## src/rtl/acc_pkg.sv

```systemverilog
// ---------------------------------------------------------------------------
// Module      : acc_pkg
// Description : Shared types and defaults for the accelerator scheduler.
// Revision    : 1.0 - initial release
// ---------------------------------------------------------------------------
`default_nettype none

package acc_pkg;

  localparam int          c_default_num_req = 4;
  localparam int unsigned c_default_timeout = 32'd60000000;

  typedef enum logic [2:0] {
    ST_IDLE   = 3'd0,
    ST_START  = 3'd1,
    ST_BUSY   = 3'd2,
    ST_DONE   = 3'd3,
    ST_ABORT1 = 3'd4,
    ST_ABORT2 = 3'd5
  } acc_state_t;

endpackage

`default_nettype wire

```

## src/rtl/acc_sched_ctrl_if.sv

```systemverilog
// ---------------------------------------------------------------------------
// Module      : acc_sched_ctrl_if
// Description : Requester and accelerator handshake bundle of the scheduler.
// Revision    : 1.0 - initial release
// ---------------------------------------------------------------------------
`default_nettype none

interface acc_sched_ctrl_if
  import acc_pkg::*;
#(
  parameter int NUM_REQ = c_default_num_req
);

  logic [NUM_REQ-1:0] i_req;
  logic [NUM_REQ-1:0] o_grant;
  logic [NUM_REQ-1:0] o_done;
  logic [NUM_REQ-1:0] o_err;
  logic               o_acc_start;
  logic               i_acc_finish;
  logic               o_acc_reset;
  logic               o_busy;

  // slave = scheduler side, master = requesters plus accelerator side
  modport slave (
    input  i_req, i_acc_finish,
    output o_grant, o_done, o_err, o_acc_start, o_acc_reset, o_busy
  );

  modport master (
    output i_req, i_acc_finish,
    input  o_grant, o_done, o_err, o_acc_start, o_acc_reset, o_busy
  );

endinterface

`default_nettype wire

```

## src/rtl/acc_rr_pick.sv

```systemverilog
// ---------------------------------------------------------------------------
// Module      : acc_rr_pick
// Description : Combinational round-robin pick: lowest requester >= ptr, wrapping.
// Revision    : 1.0 - initial release
// ---------------------------------------------------------------------------
`default_nettype none

module acc_rr_pick
  import acc_pkg::*;
#(
  parameter int NUM_REQ = c_default_num_req,
  parameter int PTR_W   = $clog2(NUM_REQ)
) (
  input  wire logic [NUM_REQ-1:0] req,
  input  wire logic [PTR_W-1:0]   ptr,
  output logic      [NUM_REQ-1:0] grant,
  output logic                    valid
);

  logic [PTR_W-1:0] w_idx;

  always_comb begin
    grant = '0;
    valid = 1'b0;
    w_idx = '0;
    for (int k = 0; k < NUM_REQ; k++) begin
      w_idx = PTR_W'((int'(ptr) + k) % NUM_REQ);
      if (!valid && req[w_idx]) begin
        grant[w_idx] = 1'b1;
        valid        = 1'b1;
      end
    end
  end

endmodule

`default_nettype wire

```

## src/rtl/acc_sched_ctrl.sv

```systemverilog
// ---------------------------------------------------------------------------
// Module      : acc_sched_ctrl
// Description : Shares one accelerator among NUM_REQ requesters with timeout abort.
// Revision    : 1.0 - initial release
// ---------------------------------------------------------------------------
`default_nettype none

module acc_sched_ctrl
  import acc_pkg::*;
#(
  parameter int          NUM_REQ        = c_default_num_req,
  parameter int unsigned TIMEOUT_CYCLES = c_default_timeout
) (
  input  wire logic       clk,
  input  wire logic       reset_n,
  acc_sched_ctrl_if.slave bus
);

  localparam int                  c_ptr_w    = $clog2(NUM_REQ);
  localparam logic [c_ptr_w-1:0]  c_last_idx = c_ptr_w'(NUM_REQ - 1);
  localparam logic [31:0]         c_cnt_last = 32'(TIMEOUT_CYCLES - 1);

  acc_state_t         r_state, w_state_d;
  logic [NUM_REQ-1:0] r_grant, w_grant_d;
  logic [NUM_REQ-1:0] r_done, w_done_d;
  logic [NUM_REQ-1:0] r_err, w_err_d;
  logic               r_acc_start, w_acc_start_d;
  logic               r_acc_reset, w_acc_reset_d;
  logic               r_busy, w_busy_d;
  logic [NUM_REQ-1:0] r_owner_oh, w_owner_oh_d;
  logic [c_ptr_w-1:0] r_owner_idx, w_owner_idx_d;
  logic [c_ptr_w-1:0] r_ptr, w_ptr_d, w_next_ptr;
  logic [31:0]        r_cnt, w_cnt_d;
  logic               r_finish_q;
  logic               w_finish_rise;
  logic [NUM_REQ-1:0] w_pick_grant;
  logic               w_pick_valid;
  logic [c_ptr_w-1:0] w_pick_idx;

  acc_rr_pick #(
    .NUM_REQ (NUM_REQ),
    .PTR_W   (c_ptr_w)
  ) u_pick (
    .req   (bus.i_req),
    .ptr   (r_ptr),
    .grant (w_pick_grant),
    .valid (w_pick_valid)
  );

  always_comb begin
    w_pick_idx = '0;
    for (int k = 0; k < NUM_REQ; k++) begin
      if (w_pick_grant[k]) w_pick_idx = c_ptr_w'(k);
    end
  end

  // A finish left high by the previous job never looks like a rise here
  assign w_finish_rise = bus.i_acc_finish & ~r_finish_q;
  assign w_next_ptr    = (r_owner_idx == c_last_idx) ? '0 : r_owner_idx + c_ptr_w'(1);

  always_comb begin
    w_state_d     = r_state;
    w_owner_oh_d  = r_owner_oh;
    w_owner_idx_d = r_owner_idx;
    w_ptr_d       = r_ptr;
    w_cnt_d       = r_cnt;
    w_grant_d     = '0;
    w_done_d      = '0;
    w_err_d       = '0;
    w_acc_start_d = 1'b0;
    w_acc_reset_d = 1'b0;

    case (r_state)
      ST_IDLE: begin
        if (w_pick_valid) begin
          w_state_d     = ST_START;
          w_owner_oh_d  = w_pick_grant;
          w_owner_idx_d = w_pick_idx;
        end
      end
      ST_START: begin
        w_state_d = ST_BUSY;
        w_cnt_d   = '0;
      end
      ST_BUSY: begin
        if (w_finish_rise)             w_state_d = ST_DONE;
        else if (r_cnt == c_cnt_last)  w_state_d = ST_ABORT1;
        else                           w_cnt_d   = r_cnt + 32'd1;
      end
      ST_DONE: begin
        w_state_d = ST_IDLE;
        w_ptr_d   = w_next_ptr;
      end
      ST_ABORT1: w_state_d = ST_ABORT2;
      ST_ABORT2: begin
        w_state_d = ST_IDLE;
        w_ptr_d   = w_next_ptr;
      end
      default: w_state_d = ST_IDLE;
    endcase

    // Outputs are decoded from the next state so they register alongside it
    case (w_state_d)
      ST_START: begin
        w_grant_d     = w_owner_oh_d;
        w_acc_start_d = 1'b1;
      end
      ST_BUSY:  w_grant_d = w_owner_oh_d;
      ST_DONE: begin
        w_grant_d = w_owner_oh_d;
        w_done_d  = w_owner_oh_d;
      end
      ST_ABORT1: begin
        w_grant_d     = w_owner_oh_d;
        w_err_d       = w_owner_oh_d;
        w_acc_reset_d = 1'b1;
      end
      ST_ABORT2: begin
        w_grant_d     = w_owner_oh_d;
        w_acc_reset_d = 1'b1;
      end
      default: ;
    endcase
    w_busy_d = (w_state_d != ST_IDLE);
  end

  always_ff @(posedge clk or negedge reset_n) begin
    if (!reset_n) begin
      r_state     <= ST_IDLE;
      r_grant     <= '0;
      r_done      <= '0;
      r_err       <= '0;
      r_acc_start <= 1'b0;
      r_acc_reset <= 1'b0;
      r_busy      <= 1'b0;
      r_owner_oh  <= '0;
      r_owner_idx <= '0;
      r_ptr       <= '0;
      r_cnt       <= '0;
      r_finish_q  <= 1'b0;
    end else begin
      r_state     <= w_state_d;
      r_grant     <= w_grant_d;
      r_done      <= w_done_d;
      r_err       <= w_err_d;
      r_acc_start <= w_acc_start_d;
      r_acc_reset <= w_acc_reset_d;
      r_busy      <= w_busy_d;
      r_owner_oh  <= w_owner_oh_d;
      r_owner_idx <= w_owner_idx_d;
      r_ptr       <= w_ptr_d;
      r_cnt       <= w_cnt_d;
      r_finish_q  <= bus.i_acc_finish;
    end
  end

  assign bus.o_grant     = r_grant;
  assign bus.o_done      = r_done;
  assign bus.o_err       = r_err;
  assign bus.o_acc_start = r_acc_start;
  assign bus.o_acc_reset = r_acc_reset;
  assign bus.o_busy      = r_busy;

endmodule

`default_nettype wire
```

## src/flat_wrapper.sv

```systemverilog
// flat-port wrapper written by rule: the top's interface ports become plain ports
module acc_sched_ctrl_flat import acc_pkg::*;
#(
  parameter int          NUM_REQ        = c_default_num_req,
  parameter int unsigned TIMEOUT_CYCLES = c_default_timeout
)
  (clk, reset_n, bus_i_req, bus_i_acc_finish, bus_o_grant, bus_o_done, bus_o_err, bus_o_acc_start, bus_o_acc_reset, bus_o_busy);
  acc_sched_ctrl_if #(.NUM_REQ(NUM_REQ)) bus_i ();
  input  wire logic clk;
  input  wire logic reset_n;
  input wire logic [$bits(bus_i.i_req)-1:0] bus_i_req;
  input wire logic [$bits(bus_i.i_acc_finish)-1:0] bus_i_acc_finish;
  output wire logic [$bits(bus_i.o_grant)-1:0] bus_o_grant;
  output wire logic [$bits(bus_i.o_done)-1:0] bus_o_done;
  output wire logic [$bits(bus_i.o_err)-1:0] bus_o_err;
  output wire logic [$bits(bus_i.o_acc_start)-1:0] bus_o_acc_start;
  output wire logic [$bits(bus_i.o_acc_reset)-1:0] bus_o_acc_reset;
  output wire logic [$bits(bus_i.o_busy)-1:0] bus_o_busy;
  assign bus_i.i_req = bus_i_req;
  assign bus_i.i_acc_finish = bus_i_acc_finish;
  assign bus_o_grant = bus_i.o_grant;
  assign bus_o_done = bus_i.o_done;
  assign bus_o_err = bus_i.o_err;
  assign bus_o_acc_start = bus_i.o_acc_start;
  assign bus_o_acc_reset = bus_i.o_acc_reset;
  assign bus_o_busy = bus_i.o_busy;
  acc_sched_ctrl #(.NUM_REQ(NUM_REQ), .TIMEOUT_CYCLES(TIMEOUT_CYCLES)) u_core (.clk(clk), .reset_n(reset_n), .bus(bus_i));
endmodule
```

## config.mk

```make
export PLATFORM = sky130hd
export DESIGN_NAME = acc_sched_ctrl_flat
export DESIGN_NICKNAME = d
export VERILOG_FILES = /design/src/rtl/acc_pkg.sv /design/src/rtl/acc_sched_ctrl_if.sv /design/src/rtl/acc_rr_pick.sv /design/src/rtl/acc_sched_ctrl.sv /design/src/flat_wrapper.sv
export SDC_FILE = /design/constraint.sdc
export NUM_CORES = 1
export LEC_CHECK = 0
export ABC_AREA = 0
export BUFFER_PORTS_ARGS = -buffer_cell sky130_fd_sc_hd__buf_2
export CAP_MARGIN = 0
export CORE_UTILIZATION = 35
export DETAILED_ROUTE_END_ITERATION = 12
export PLACE_DENSITY_LB_ADDON = 0.25
export SYNTH_ARGS = -nofsm -noshare
export SYNTH_HDL_FRONTEND = slang
export SYNTH_SLANG_ARGS = --single-unit
```

## constraint.sdc

```tcl
create_clock -name clk -period 2.6 [get_ports clk]
set_input_delay 0.13 -clock clk [delete_from_list [all_inputs] [get_ports clk]]
set_output_delay 0.13 -clock clk [all_outputs]
set_load 0.005 [all_outputs]
```

## Yosys cells after proc, flatten, opt, wreduce, memory -nomap -nowiden

Index checks and enable logic that the tools add are counted.

| cells by class | value |
|---|---|
| add/sub/neg operators | 5 |
| order comparisons | 8 |
| equal/unequal tests | 14 |
| muxes and demuxes | 42 |
| bitwise gates (word level) | 5 |
| reductions and logical operators | 18 |

Operator list:

| cell | count |
|---|---|
| 2-to-1 mux 32 bit | 2 |
| case mux 32 bit (2 select lines) | 1 |
| 2-to-1 mux 4 bit | 9 |
| adder 32 x 1 -> 32 bit, second input constant | 1 |
| == test 32 x 26 -> 1 bit, second input constant | 1 |
| 2-to-1 mux 1 bit | 15 |
| == test 3 x 2 -> 1 bit, second input constant | 4 |
| == test 3 bit, second input constant | 4 |
| < comparator 2 x 3 -> 1 bit, second input constant | 4 |
| OR 4 bit | 3 |
| case mux 3 bit (4 select lines) | 1 |
| 2-to-1 mux 3 bit | 3 |
| binary-select mux 1 bit (select 2 bit) | 4 |
| demux 1 bit (select 2 bit) | 4 |
| >= comparator 2 x 1 -> 1 bit, second input constant | 4 |
| logical AND 1 bit | 7 |
| == test 3 x 1 -> 1 bit, second input constant | 2 |
| 2-to-1 mux 2 bit | 3 |
| OR reduction 5 bit | 1 |
| adder 2 x 1 -> 2 bit, second input constant | 2 |
| adder 2 bit, second input constant | 2 |
| != test 2 bit, second input constant | 2 |
| OR reduction 2 bit | 2 |
| zero test 1 bit | 3 |
| 8 further kinds | 8 |

| storage, ports and cells | value |
|---|---|
| flip-flop bits (word level) | 59 |
| input port bits | 7 |
| output and inout port bits | 15 |
| word-level logic and storage cells | 104 |

## Logic depth before layout (Yosys ltp)

| logic depth | value |
|---|---|
| depth after elaboration | 17 |
| depth in mapped cells | 8 |
| gate-level depth less buffers | 7 |

## Hierarchy

A second synthesis with hierarchy kept.

| second synthesis, totals | value |
|---|---|
| cells, all modules | 358 |
| area, all modules | 3459.6 µm² |

Modules (own cells, without submodules):

| module | instances | cells each | area each (µm²) | seq. area each (µm²) |
|---|---|---|---|---|
| acc_sched_ctrl | 1 | 296 | 2965.3 | 1476.4 |
| acc_rr_pick | 1 | 62 | 494.2 | 0.0 |

## Least setup slack after synthesis

Ideal clock, no wire load.

| timing | value |
|---|---|
| path kind | reg2reg |
| start point | register u_core.r_ptr[0] |
| end point | register u_core.r_done[3] (netlist: u_core.bus.o_done[3]) |
| library setup time | 0.073 ns |
| data arrival time | 2.487 ns |
| data required time | 2.527 ns |
| path slack | 0.040 ns |
| stages on the path, launching flop included | 9 |
| buffers on the path | 1 |
| period minus slack after synthesis | 2.560 ns |
| path through | dfrtp_1 > buf_2 > inv_1 > ha_1 > mux4_2 > or3b_2 > a2bb2oi_1 > o31ai_1 > nor2_1 |

| between the ends | value |
|---|---|
| cells in the longest elaborated chain, start to end | 16 |
| elaborated cells on any way between the ends | 54 |
| those cells by class | add/sub (3); order compare (8); eq/ne (1); mux (29); bitwise (3); reduce/logical (10) |

Ends and longest elaborated chain:

| item | RTL line | text |
|---|---|---|
| start: declaration | acc_sched_ctrl.sv:32 | `logic [c_ptr_w-1:0] r_ptr, w_ptr_d, w_next_ptr;` |
| start signal: assignment | acc_sched_ctrl.sv:151 | `r_ptr <= w_ptr_d;` |
| parallel branches: the longest is 15 deep, another holds < comparator 2 x 3 -> 1 bit | -- |  |
| 2-to-1 mux 4 bit * | acc_sched_ctrl.sv:103 | `case (w_state_d)` |
| via u_core.w_done_d[3] | acc_sched_ctrl.sv:25 | `logic [NUM_REQ-1:0] r_done, w_done_d;` |
| end signal: assignment | acc_sched_ctrl.sv:144 | `r_done <= w_done_d;` |
| end: declaration | acc_sched_ctrl.sv:25 |  |

Mark *: on every way through the listed nets, which the timed path passes. The select of a mux whose other input is x is not followed.
A chain may end at the register's enable or synchronous reset.

## Final worst setup path

| timing | value |
|---|---|
| start point | register u_core.r_ptr[0] |
| end point | register u_core.r_done[2] (netlist: u_core.bus.o_done[2]) |

The elaborated chain is that of the path after synthesis.

==> metrics.md <==
| Metric | Value |
|---|---|
| Max Buffers Root-to-Sink | 2 |
| Seq cells post-synth | 59 |
| Routed wire length per instance | 14.86 µm |
| Post-synth EDFFs | 0 |
| Met2 Usage GRT | 0.2217 |
| Top-area cell type share of the netlist area | 0.4451 |
| # DRC | 0 |
| Hpwl dp | 5185 µm |
| Filler Cell Count | 902 |
| Die ar. | 9870 µm² |
| CP Class | reg -> reg |
| Initial Util | 0.3607 |
| Initial DRC Count | 179 |
| Number of clock sinks | 59 |
| Cell family with most CP delay | compound AO/OA/AOI/OAI gates |
| Post-DRT Antenna Nets | 0 |
| First-pass GRT wire length | 12,090 µm |
| Total area of sequential cells | 1476 µm² |
| Total grt overflow | 0 |
| Multi-input gate area | 1734 µm² |
| Via Count | 2,763 |
| Final setup fails | 0 |
| Core Footprint | 9196 µm² |
| Skew final | 12.99 ps |
| Power Dens Cells | 840.9 nW/µm² |
| DP Area | 3570 µm² |
| Mapped Nets | 372 |
| GR Util met1 | 0.2314 |
| Synth Cell Area | 3317 µm² |
| Tot Pwr | 3.177 mW |
| Worst setup EP type | flip-flop |
| Initial antenna violation count | 0 |
| # nets final | 402 |
| Pre-CTS setup slack | 91.68 ps |
| Cell variety after synth | 58 |
| Outcome | finished clean |
| # IOs | 22 |
| Slowest-stage cell, CP | mux4_2 |
| Hold Vio Cnt, Final | 0 |
| Number of buffers created by CTS | 9 |
| H-tree depth | 3 |
| Maxcap violations | 0 |
| Mapped Cells | 355 |
| Startpoint types | flip-flop |
| Diode count | 0 |
| Worst Tran Pin Value | 762.2 ps |
| Share of cells above drive strength 1 | 0.1667 |
| Port Buffers | 21 |
| CP required | 2820 ps |
| Worst-path maximum fanout | 8 |
| Slack of the critical path | 146.6 ps |
| Overall fraction of global-route tracks in use | 0.1584 |
| Reg2reg start | u_core.r_ptr[0]$_DFFE_PN0P_ |
| Fin crit period | 2453 ps |
| Dominant cell type by area after synthesis | dfrtp_1 |
| Final Cycle Share | 0.9436 |
| Rows | 35 |
| Setup crit start | u_core.r_ptr[0]$_DFFE_PN0P_ |
| TritonCTS clock tree | yes |
| Root buffer cell | clkbuf_8 |
| Hold Path Class | in -> async |
| Leakage Power | 1.681 nW |
| Drt first pass iters | 4 |
| Most frequent cells in the layout | 59 x dfrtp_1, 41 x nand2_1, 33 x nor2_1 |
| CP arrival | 2680 ps |
| Area grow syn2layout | 13.92% |
| Syn. warnings | 0 |
| Post-route cell area | 3779 µm² |
| Syn avg cell area | 9.343 µm² |
| GP Congestion | 0.8547 |
| Rel. slew slack | 0.4872 |
| VDD IR max | 274.5 µV |
| Post-CTS Setup Inserts | 0 |
| Routed Wire Length | 7447 µm |
| Final Max Tran Viols | 0 |
| FF-to-FF setup slack | 150 ps |
| Synth area leaders | dfrtp_1 45%, nand2_1 4.6%, o31ai_1 3.8% |
| Crit path buf inv count | 1 |
| Most common cell after layout, fill and taps aside | dfrtp_1 |
| Clock Latency Late Sink | 350 ps |
| Largest net degree at the start of global routing | 58 |
| Die H | 99.35 µm |
| Async set or reset register ratio after synthesis | 1.000 |
| CP peak stage delay | 600 ps |
| Max Fclk | 0.4076 GHz |
| Met3 Resource Use GR | 0.03373 |
| Layer with the highest usage | met1 |
| Critical Path, Cell by Cell | inv_1 > ha_1 > mux4_2 > a21oi_1 > a2bb2oi_2 > o31ai_1 > nor2_1 |
| Die Span X | 99.35 µm |
| Vias per cell | 5.515 |
| Top_reg_cell synth | dfrtp_1 |
| Setup_tns | 0 ps |
| Seq/Total Area, Yosys | 0.4451 |
| Vias in the first global route | 2,422 |
| CTS clk-pin slew, worst paths | 80 ps |
## kinds of logic (layout without fill, tap and decap cells)
group,count (synthesis),count (layout),synth area share
buf+inv,29,64,0.03583
simple gates,166,166,0.2724
mux,9,9,0.03923
fa+ha+maj,10,10,0.03772
flops,59,59,0.4451
xor+xnor,1,1,0.002641
compound gates,81,81,0.1671
## layer usage
metal / vias to the layer above / routed length, µm
met5: - / 0
met4: 0 / 108
met3: 11 / 169
met2: 26 / 3250
met1: 1341 / 3919
li1: 1385 / -
## worst paths after layout
path                            cells past startpoint                        endpoint
min in group clk                                    6     u_core.r_state[0]$_DFF_PN0_
worst max register to register                      7  u_core.bus.o_done[2]$_DFF_PN0_
worst min register to register                      1  u_core.bus.o_done[0]$_DFF_PN0_
worst min-delay path                                2  u_core.bus.o_done[1]$_DFF_PN0_
worst max-delay path                                7  u_core.bus.o_done[2]$_DFF_PN0_
max in group asynchronous                           3    u_core.r_cnt[10]$_DFFE_PN0P_
## sequential cells by signal, indices dropped and copies added, names as in the netlist
register                flops
u_core.r_owner_idx          2
u_core.r_owner_oh           4
u_core.bus.o_acc_start      1
u_core.bus.o_err            4
u_core.bus.o_acc_reset      1
u_core.bus.o_busy           1
u_core.r_state              3
u_core.bus.o_done           4
u_core.bus.o_grant          4
u_core.r_ptr                2
u_core.r_cnt               32
u_core.r_finish_q           1
## area by class of cell
type,count,area share
flip-flops and latches,59,0.3907
clock inverters,7,0.01391
clock buffers,9,0.03278
multi-input cells,267,0.4589
inverters,16,0.01589
repair buffers,32,0.05099
well taps,111,0.03675
## Yosys cell counts, drive strengths merged (2+ instances only)
| cell | number |
|---|---|
| a21oi | 24 |
| mux2i | 4 |
| inv | 16 |
| nand2 | 41 |
| a41o | 4 |
| a21boi | 2 |
| ha | 10 |
| dfrtp | 59 |
| a2bb2oi | 2 |
| nor4 | 8 |
| o311ai | 2 |
| mux2 | 2 |
| nand2b | 9 |
| or3b | 2 |
| buf | 4 |
| and4 | 2 |
| nor2 | 33 |
| o211ai | 3 |
| a31oi | 5 |
| a31o | 2 |
| mux4 | 3 |
| o31ai | 17 |
| nor3b | 2 |
| o21ai | 8 |
| or2 | 3 |
| nand4 | 6 |
| and2 | 2 |
| o21a | 2 |
| and3 | 5 |
| nor4b | 2 |
| or4 | 17 |
| nor3 | 7 |
| or3 | 4 |
| and3b | 2 |
| nand3 | 17 |
| clkbuf | 9 |
## worst reg2reg max path, delay by kind of cell (launching register included)
family / cells / cell delay, ps
compound gates: 3 / 830
mux: 1 / 600
flops: 1 / 350
fa+ha+maj: 1 / 350
simple gates: 1 / 100
buf+inv: 1 / 90
## where the power goes
group,switching [mW],total [mW],internal (mW)
sequential,0.113,1.19,1.08
combinational,0.735,1.24,0.501
clock,0.401,0.752,0.351
## through the flow
step,utilization,cells,hold slack [ps]
after detailed placement,0.3882,483,-77.74
final,0.4109,501,88.40
after floorplan,-,355,-165.6
after CTS,0.4095,501,71.81
after global placement,0.3882,483,-80.50
after global routing,0.4109,501,83.53
## timing repair
item / in CTS / in global routing
setup endpoints to repair: 0 / 6
resized for setup: 0 / 2
hold buffers: 2 / 0
endpoints found under the hold margin: 29 / 0
Power figures use the tool's default switching activity.
